===== config.mk =====
export PLATFORM = sky130hd
export DESIGN_NAME = div_multiciclo
export DESIGN_NICKNAME = d
export VERILOG_FILES = /design/src/rtl/div_multiciclo.sv
export SDC_FILE = /design/constraint.sdc
export NUM_CORES = 1
export LEC_CHECK = 0
export CAP_MARGIN = 20
export CELL_PAD_IN_SITES_DETAIL_PLACEMENT = 0
export CELL_PAD_IN_SITES_GLOBAL_PLACEMENT = 1
export CORE_UTILIZATION = 27
export DETAILED_ROUTE_END_ITERATION = 12
export PLACE_DENSITY_LB_ADDON = 0.12
export SLEW_MARGIN = 30
export SYNTH_ARGS = -nofsm -noshare
export SYNTH_HDL_FRONTEND = slang
export SYNTH_SLANG_ARGS = --single-unit

===== constraint.sdc =====
create_clock -name clk -period 3.6 [get_ports clk]
set_clock_uncertainty 0.2 [all_clocks]
set_input_delay 0.72 -clock clk [delete_from_list [all_inputs] [get_ports clk]]
set_output_delay 0.72 -clock clk [all_outputs]
set_load 0.05 [all_outputs]

===== src/rtl/div_multiciclo.sv =====
// Multicycle signed divider: 32 restoring steps on operand magnitudes, then a sign fix-up.
// Quotient truncates toward zero; remainder takes the sign of the dividend.
module div_multiciclo #(
  parameter int unsigned WIDTH = 32
) (
  input  logic             clk,
  input  logic             reset,
  input  logic             DivCtrl,
  input  logic [WIDTH-1:0] A,
  input  logic [WIDTH-1:0] B,
  output logic [WIDTH-1:0] DivHI,
  output logic [WIDTH-1:0] DivLO,
  output logic             DivOut,
  output logic             divZero,
  output logic             busy
);

  localparam int unsigned CntW = $clog2(WIDTH);

  typedef enum logic [1:0] {StIdle, StRun, StFix} state_e;

  state_e           state_q, state_d;
  logic             ctrl_q;
  logic             start;
  logic [WIDTH:0]   rem_q, rem_d;
  logic [WIDTH-1:0] quo_q, quo_d;
  logic [WIDTH-1:0] bmag_q, bmag_d;
  logic             sa_q, sa_d;
  logic             sq_q, sq_d;
  logic [CntW-1:0]  cnt_q, cnt_d;
  logic [WIDTH-1:0] hi_q, hi_d;
  logic [WIDTH-1:0] lo_q, lo_d;
  logic             divout_q, divout_d;
  logic             divzero_q, divzero_d;

  logic [WIDTH-1:0] amag, bmag_in;
  logic [WIDTH:0]   shifted, diff;

  assign start   = DivCtrl & ~ctrl_q;
  assign amag    = A[WIDTH-1] ? -A : A;
  assign bmag_in = B[WIDTH-1] ? -B : B;
  // Remainder shifted left with the next dividend bit pulled in from the quotient register.
  assign shifted = {rem_q[WIDTH-1:0], quo_q[WIDTH-1]};
  assign diff    = shifted - {1'b0, bmag_q};

  always_comb begin
    state_d   = state_q;
    rem_d     = rem_q;
    quo_d     = quo_q;
    bmag_d    = bmag_q;
    sa_d      = sa_q;
    sq_d      = sq_q;
    cnt_d     = cnt_q;
    hi_d      = hi_q;
    lo_d      = lo_q;
    divout_d  = 1'b0;
    divzero_d = 1'b0;
    unique case (state_q)
      StIdle: begin
        if (start) begin
          if (B == '0) begin
            divzero_d = 1'b1;
          end else begin
            quo_d   = amag;
            bmag_d  = bmag_in;
            sa_d    = A[WIDTH-1];
            sq_d    = A[WIDTH-1] ^ B[WIDTH-1];
            rem_d   = '0;
            cnt_d   = '0;
            state_d = StRun;
          end
        end
      end
      StRun: begin
        if (shifted >= {1'b0, bmag_q}) begin
          rem_d = diff;
          quo_d = {quo_q[WIDTH-2:0], 1'b1};
        end else begin
          rem_d = shifted;
          quo_d = {quo_q[WIDTH-2:0], 1'b0};
        end
        cnt_d = cnt_q + CntW'(1);
        if (cnt_q == CntW'(WIDTH - 1)) begin
          state_d = StFix;
        end
      end
      StFix: begin
        lo_d     = sq_q ? -quo_q : quo_q;
        hi_d     = sa_q ? -rem_q[WIDTH-1:0] : rem_q[WIDTH-1:0];
        divout_d = 1'b1;
        state_d  = StIdle;
      end
      default: state_d = StIdle;
    endcase
  end

  always_ff @(posedge clk) begin
    if (!reset) begin
      state_q   <= StIdle;
      ctrl_q    <= 1'b0;
      rem_q     <= '0;
      quo_q     <= '0;
      bmag_q    <= '0;
      sa_q      <= 1'b0;
      sq_q      <= 1'b0;
      cnt_q     <= '0;
      hi_q      <= '0;
      lo_q      <= '0;
      divout_q  <= 1'b0;
      divzero_q <= 1'b0;
    end else begin
      state_q   <= state_d;
      ctrl_q    <= DivCtrl;
      rem_q     <= rem_d;
      quo_q     <= quo_d;
      bmag_q    <= bmag_d;
      sa_q      <= sa_d;
      sq_q      <= sq_d;
      cnt_q     <= cnt_d;
      hi_q      <= hi_d;
      lo_q      <= lo_d;
      divout_q  <= divout_d;
      divzero_q <= divzero_d;
    end
  end

  assign DivHI   = hi_q;
  assign DivLO   = lo_q;
  assign DivOut  = divout_q;
  assign divZero = divzero_q;
  assign busy    = (state_q != StIdle);

endmodule

==> qor.csv <==
stage,metric,value,unit
status,status,completed,
synth,sequential fraction of the synthesis area,0.323,
synth,"synthesized-area fraction occupied by ao, oa, aoi and oai cells",0.261,
synth,summed instance area of the synthesized netlist,10700,um2
setup_path,capture point of the worst path,rem_q[31],
floorplan,Die ar.,40300,um2
final_layout,fraction of final layout cells with drive strength greater than 1,0.146,
global_routing,largest net degree at the start of global routing,107,
synth,syn avg cell area,8.38,um2
setup_path,register-to-register setup slack,0.24,ns
timing,Max Clk Rate,0.286,GHz
synth,count of flip-flops with a built-in enable after synthesis,0,
floorplan,FP Rows,72,
synth,Netlist cell types,64,
power,cell leakage power,6.45,nW
place,placed cells,2001,
synth,predominant post-synthesis flop cell,sky130_fd_sc_hd__dfxtp_1,
timing,"Min Clock Period, post-route",3.50,ns
floorplan,initial core utilization,0.275,
setup_path,capture point of the worst reg-to-reg path,rem_q[9],
floorplan,ports placed on the boundary,134,
detailed_routing,first-pass iteration count of the detailed router,7,
timing,total count of max-transition violations in the final report,0,
final_layout,layout-stage area growth over the synthesis result,34.5,%
final_layout,non-filler instance count after layout,2041,
clock_network,CTS tree,done,
detailed_routing,Vias,10000,
setup_path,Critical Path Sink Type,flop,
timing,Tcrit/Tclk final,0.972,
clock_network,Num Clock Sinks,172,
final_layout,Util after Layout,0.369,
final_layout,number of inserted filler cells in the final layout,4057,
global_routing,global-route usage over all layers,0.180,
setup_path,critical path data arrival time,3.67,ns
global_routing,total gr overflow,0,
detailed_routing,Detailed Route WL,36600,um
synth,synthesized netlist net count,1378,
setup_path,type of the setup path with the least slack,in2reg,
synth,synthesized-area fraction occupied by adder cells,0.0465,
detailed_routing,average wire per cell in the routed design,17.9,um
setup_path,number of cells traversed by the worst register-to-register path,13,
setup_path,Buf/Inv on CP,2,
clock_network,H-tree lvl count,4,
clock_network,total CTS buffers,17,
detailed_routing,post-detailed-route count of antenna-violating nets,0,
place,Buffers on Ports,133,
setup_path,"Largest delay share family, worst path",simple AND/OR/NAND/NOR gates,
timing,Fin Hold WS,0.266,ns
final_layout,antenna diode count,0,
power,Max rail drop VDD,0.326,mV
clock_network,Max clock buf depth,2,
floorplan,area of the core region,38800,um2
global_routing,wire length of the first global-routing pass,56400,um
setup_path,critical-path cell list,clkdlybuf4s50_1 > or4_4 > or4_4 > or3_4 > nor4_4 > nor2_2 > o21bai_4 > and2_4 > clkbuf_16 > a32oi_1 > o21ai_0,
worst_hold_path,HP Start,DivLO[28],
timing,worst slew pin tran,0.837,ns
detailed_routing,drt initial violations,577,
detailed_routing,Residual DRC,0,
place,Final GP Congestion,0.805,
synth,Post-Syn Instances,1272,
synth,mux share of post-synthesis cell area,0.0208,
setup_path,type of element launching the critical path,input pin,
setup_path,depth of the critical timing path with buffers and inverters included,11,
worst_hold_path,class of the worst hold path,reg2reg,
timing,Slew HR,0.442,
timing,final count of hold timing violations,0,
power,Design Power,0.00848,W
setup_path,"Data required, critical path",3.77,ns
synth,synthesized-area fraction occupied by xor and xnor cells,0.118,
synth,flop and latch count out of synthesis,172,
setup_path,largest fanout of any net on the critical path,8,
timing,total of endpoints with negative setup slack in the final report,0,
setup_path,slowest cell on the critical path,sky130_fd_sc_hd__clkdlybuf4s50_1,
setup_path,R2R Path Start,bmag_q[14],
setup_path,CP peak stage delay,0.43,ns
clock_network,clock latency on the worst-skew pair,0.45,ns
setup_path,most frequent cell on the critical path,sky130_fd_sc_hd__or4_4,
global_routing,vias in the first global route,9937,
power,Power per Cell Area,591,nW/um2
place,detailed-placement wirelength estimate,28300,um
final_layout,nets,1616,
synth,fraction of synthesis flops using an asynchronous set or reset pin,0,
floorplan,die outline height,201,um
floorplan,overall die width,201,um
run,number of max-capacitance violations reported,0,
synth,number of warning messages in the yosys log,0,
clock_network,clock root cell,sky130_fd_sc_hd__clkbuf_16,
clock_network,clock-pin slew on the worst setup and hold paths,0.07,ns
setup_path,CP Launch Point,B[7],
synth,synthesized-area fraction occupied by and/or/nand/nor cells,0.180,
synth,largest family of logic cells by synthesized area,compound AO/OA/AOI/OAI gates,
detailed_routing,vias per std cell,4.92,
global_routing,number of antenna violations at the first check in global routing,0,
## state kept, by name (all words and copies together) (netlist names)
| register | count |
|---|---|
| DivOut | 1 |
| sa_q | 1 |
| ctrl_q | 1 |
| cnt_q | 5 |
| divZero | 1 |
| rem_q | 32 |
| sq_q | 1 |
| DivLO | 32 |
| quo_q | 32 |
| state_q | 2 |
| DivHI | 32 |
| bmag_q | 32 |
## final cells by class
| class | count | area [um2] | area share |
|---|---|---|---|
| Multi-Input combinational cell | 972 | 6740 | 0.470 |
| Sequential cell | 172 | 3440 | 0.240 |
| Timing Repair Buffer | 295 | 2730 | 0.190 |
| Tap cell | 518 | 648 | 0.0452 |
| Clock buffer | 18 | 429 | 0.0299 |
| Inverter | 52 | 195 | 0.0136 |
| Clock inverter | 14 | 160 | 0.0112 |
## cells in the mapped netlist (4+ instances only)
cell / instances / area (um2)
sky130_fd_sc_hd__a222oi_1: 26 / 260
sky130_fd_sc_hd__nand2b_1: 8 / 50.1
sky130_fd_sc_hd__nor4_1: 9 / 56.3
sky130_fd_sc_hd__mux2i_1: 21 / 210
sky130_fd_sc_hd__nor2b_1: 40 / 250
sky130_fd_sc_hd__o21bai_1: 5 / 37.5
sky130_fd_sc_hd__clkbuf_1: 55 / 206
sky130_fd_sc_hd__a21oi_1: 41 / 205
sky130_fd_sc_hd__o41ai_1: 17 / 149
sky130_fd_sc_hd__buf_2: 7 / 35.0
sky130_fd_sc_hd__o31ai_1: 32 / 240
sky130_fd_sc_hd__dfxtp_1: 172 / 3440
sky130_fd_sc_hd__a21boi_0: 8 / 60.1
sky130_fd_sc_hd__nand2_1: 191 / 717
sky130_fd_sc_hd__and3_1: 10 / 62.6
sky130_fd_sc_hd__a21o_1: 17 / 128
sky130_fd_sc_hd__a22oi_1: 10 / 75.1
sky130_fd_sc_hd__buf_6: 4 / 45.0
sky130_fd_sc_hd__or2_2: 7 / 43.8
sky130_fd_sc_hd__xor2_1: 95 / 832
sky130_fd_sc_hd__buf_4: 4 / 30.0
sky130_fd_sc_hd__inv_1: 52 / 195
sky130_fd_sc_hd__buf_1: 6 / 22.5
sky130_fd_sc_hd__a22o_1: 4 / 35.0
sky130_fd_sc_hd__nor2_1: 34 / 128
sky130_fd_sc_hd__nand3_1: 14 / 70.1
sky130_fd_sc_hd__o211ai_1: 7 / 52.6
sky130_fd_sc_hd__a31oi_1: 6 / 37.5
sky130_fd_sc_hd__o21ai_0: 94 / 470
sky130_fd_sc_hd__nand4_1: 7 / 43.8
sky130_fd_sc_hd__or3_1: 16 / 100
sky130_fd_sc_hd__or4_1: 10 / 75.1
sky130_fd_sc_hd__a21boi_1: 5 / 37.5
sky130_fd_sc_hd__xnor2_1: 49 / 429
sky130_fd_sc_hd__and2_1: 9 / 56.3
sky130_fd_sc_hd__nor3_1: 20 / 100
sky130_fd_sc_hd__o211a_1: 75 / 751
sky130_fd_sc_hd__ha_1: 38 / 475
## metrics by stage
step                      setup TNS (ns)  worst slack, ns  instance area (um2)
after floorplan                        0            0.251                10700
after global placement            -36.85           -0.524                13600
after detailed placement          -39.17           -0.543                13600
after CTS                              0           0.0153                14200
after global routing             -0.0115         -0.00722                14300
final                                  0           0.0999                14300
## worst min-delay path by stage
stage | endpoint | cells after the start
finish | DivLO[28] | 2
global route | DivLO[30] | 2
CTS | DivLO[30] | 2
detailed placement | DivLO[30] | 2
global placement | DivLO[28] | 2
floorplan | cnt_q[3] | 2
## layer usage
| metal | track usage | wire, um | vias up |
|---|---|---|---|
| met2 | 0.324 | 18200 | 156 |
| met5 | 0 | 0 | - |
| met4 | 0.0496 | 655 | 0 |
| met1 | 0.225 | 17000 | 4766 |
| met3 | 0.0222 | 822 | 28 |
| li1 | - | - | 5098 |
## power by group
part	total, W	internal (W)	switching [W]
combinational	0.00435	0.00200	0.00236
clock	0.00191	0.00104	0.000867
sequential	0.00222	0.00205	0.000176
total	0.00848	0.00508	0.00340
## what timing repair did
action | CTS | global route
cloned | 0 | 5
pin swaps | 1 | 4
setup buffers | 0 | 3
hold buffers | 0 | 0
endpoints found under the hold margin | 0 | 0
endpoints found under the setup margin | 7 | 27
resized for setup | 0 | 11
## worst min-delay path: stages (launching register included)
cell and delay (ns):
sky130_fd_sc_hd__dfxtp_1 0.33, sky130_fd_sc_hd__nand2_1 0.05, sky130_fd_sc_hd__o21ai_0 0.06
## placed cells by master, fill, tap and decap left out, types with 14 or more instances in the layout
master                            Yosys  routed
sky130_fd_sc_hd__a21o_1              17      17
sky130_fd_sc_hd__a21oi_1             41      41
sky130_fd_sc_hd__a222oi_1            26      26
sky130_fd_sc_hd__buf_4                4     150
sky130_fd_sc_hd__clkbuf_16            0      21
sky130_fd_sc_hd__clkdlybuf4s50_1      0     129
sky130_fd_sc_hd__dfxtp_1            172     172
sky130_fd_sc_hd__ha_1                38      38
sky130_fd_sc_hd__inv_1               52      52
sky130_fd_sc_hd__mux2i_1             21      21
sky130_fd_sc_hd__nand2_1            191     191
sky130_fd_sc_hd__nand3_1             14      14
sky130_fd_sc_hd__nor2_1              34      33
sky130_fd_sc_hd__nor2b_1             40      38
sky130_fd_sc_hd__nor3_1              20      19
sky130_fd_sc_hd__o211a_1             75      75
sky130_fd_sc_hd__o21ai_0             94      93
sky130_fd_sc_hd__o31ai_1             32      31
sky130_fd_sc_hd__o41ai_1             17      17
sky130_fd_sc_hd__or3_1               16      16
sky130_fd_sc_hd__xnor2_1             49      49
sky130_fd_sc_hd__xor2_1              95      95
## cell families (layout without fill, tap and decap cells)
group | after synthesis | count (layout)
compound gates | 376 | 376
xor+xnor | 144 | 144
fa+ha+maj | 39 | 39
buf+inv | 128 | 379
flops | 172 | 172
mux | 22 | 22
simple gates | 391 | 391
Power figures use the tool's default switching activity.
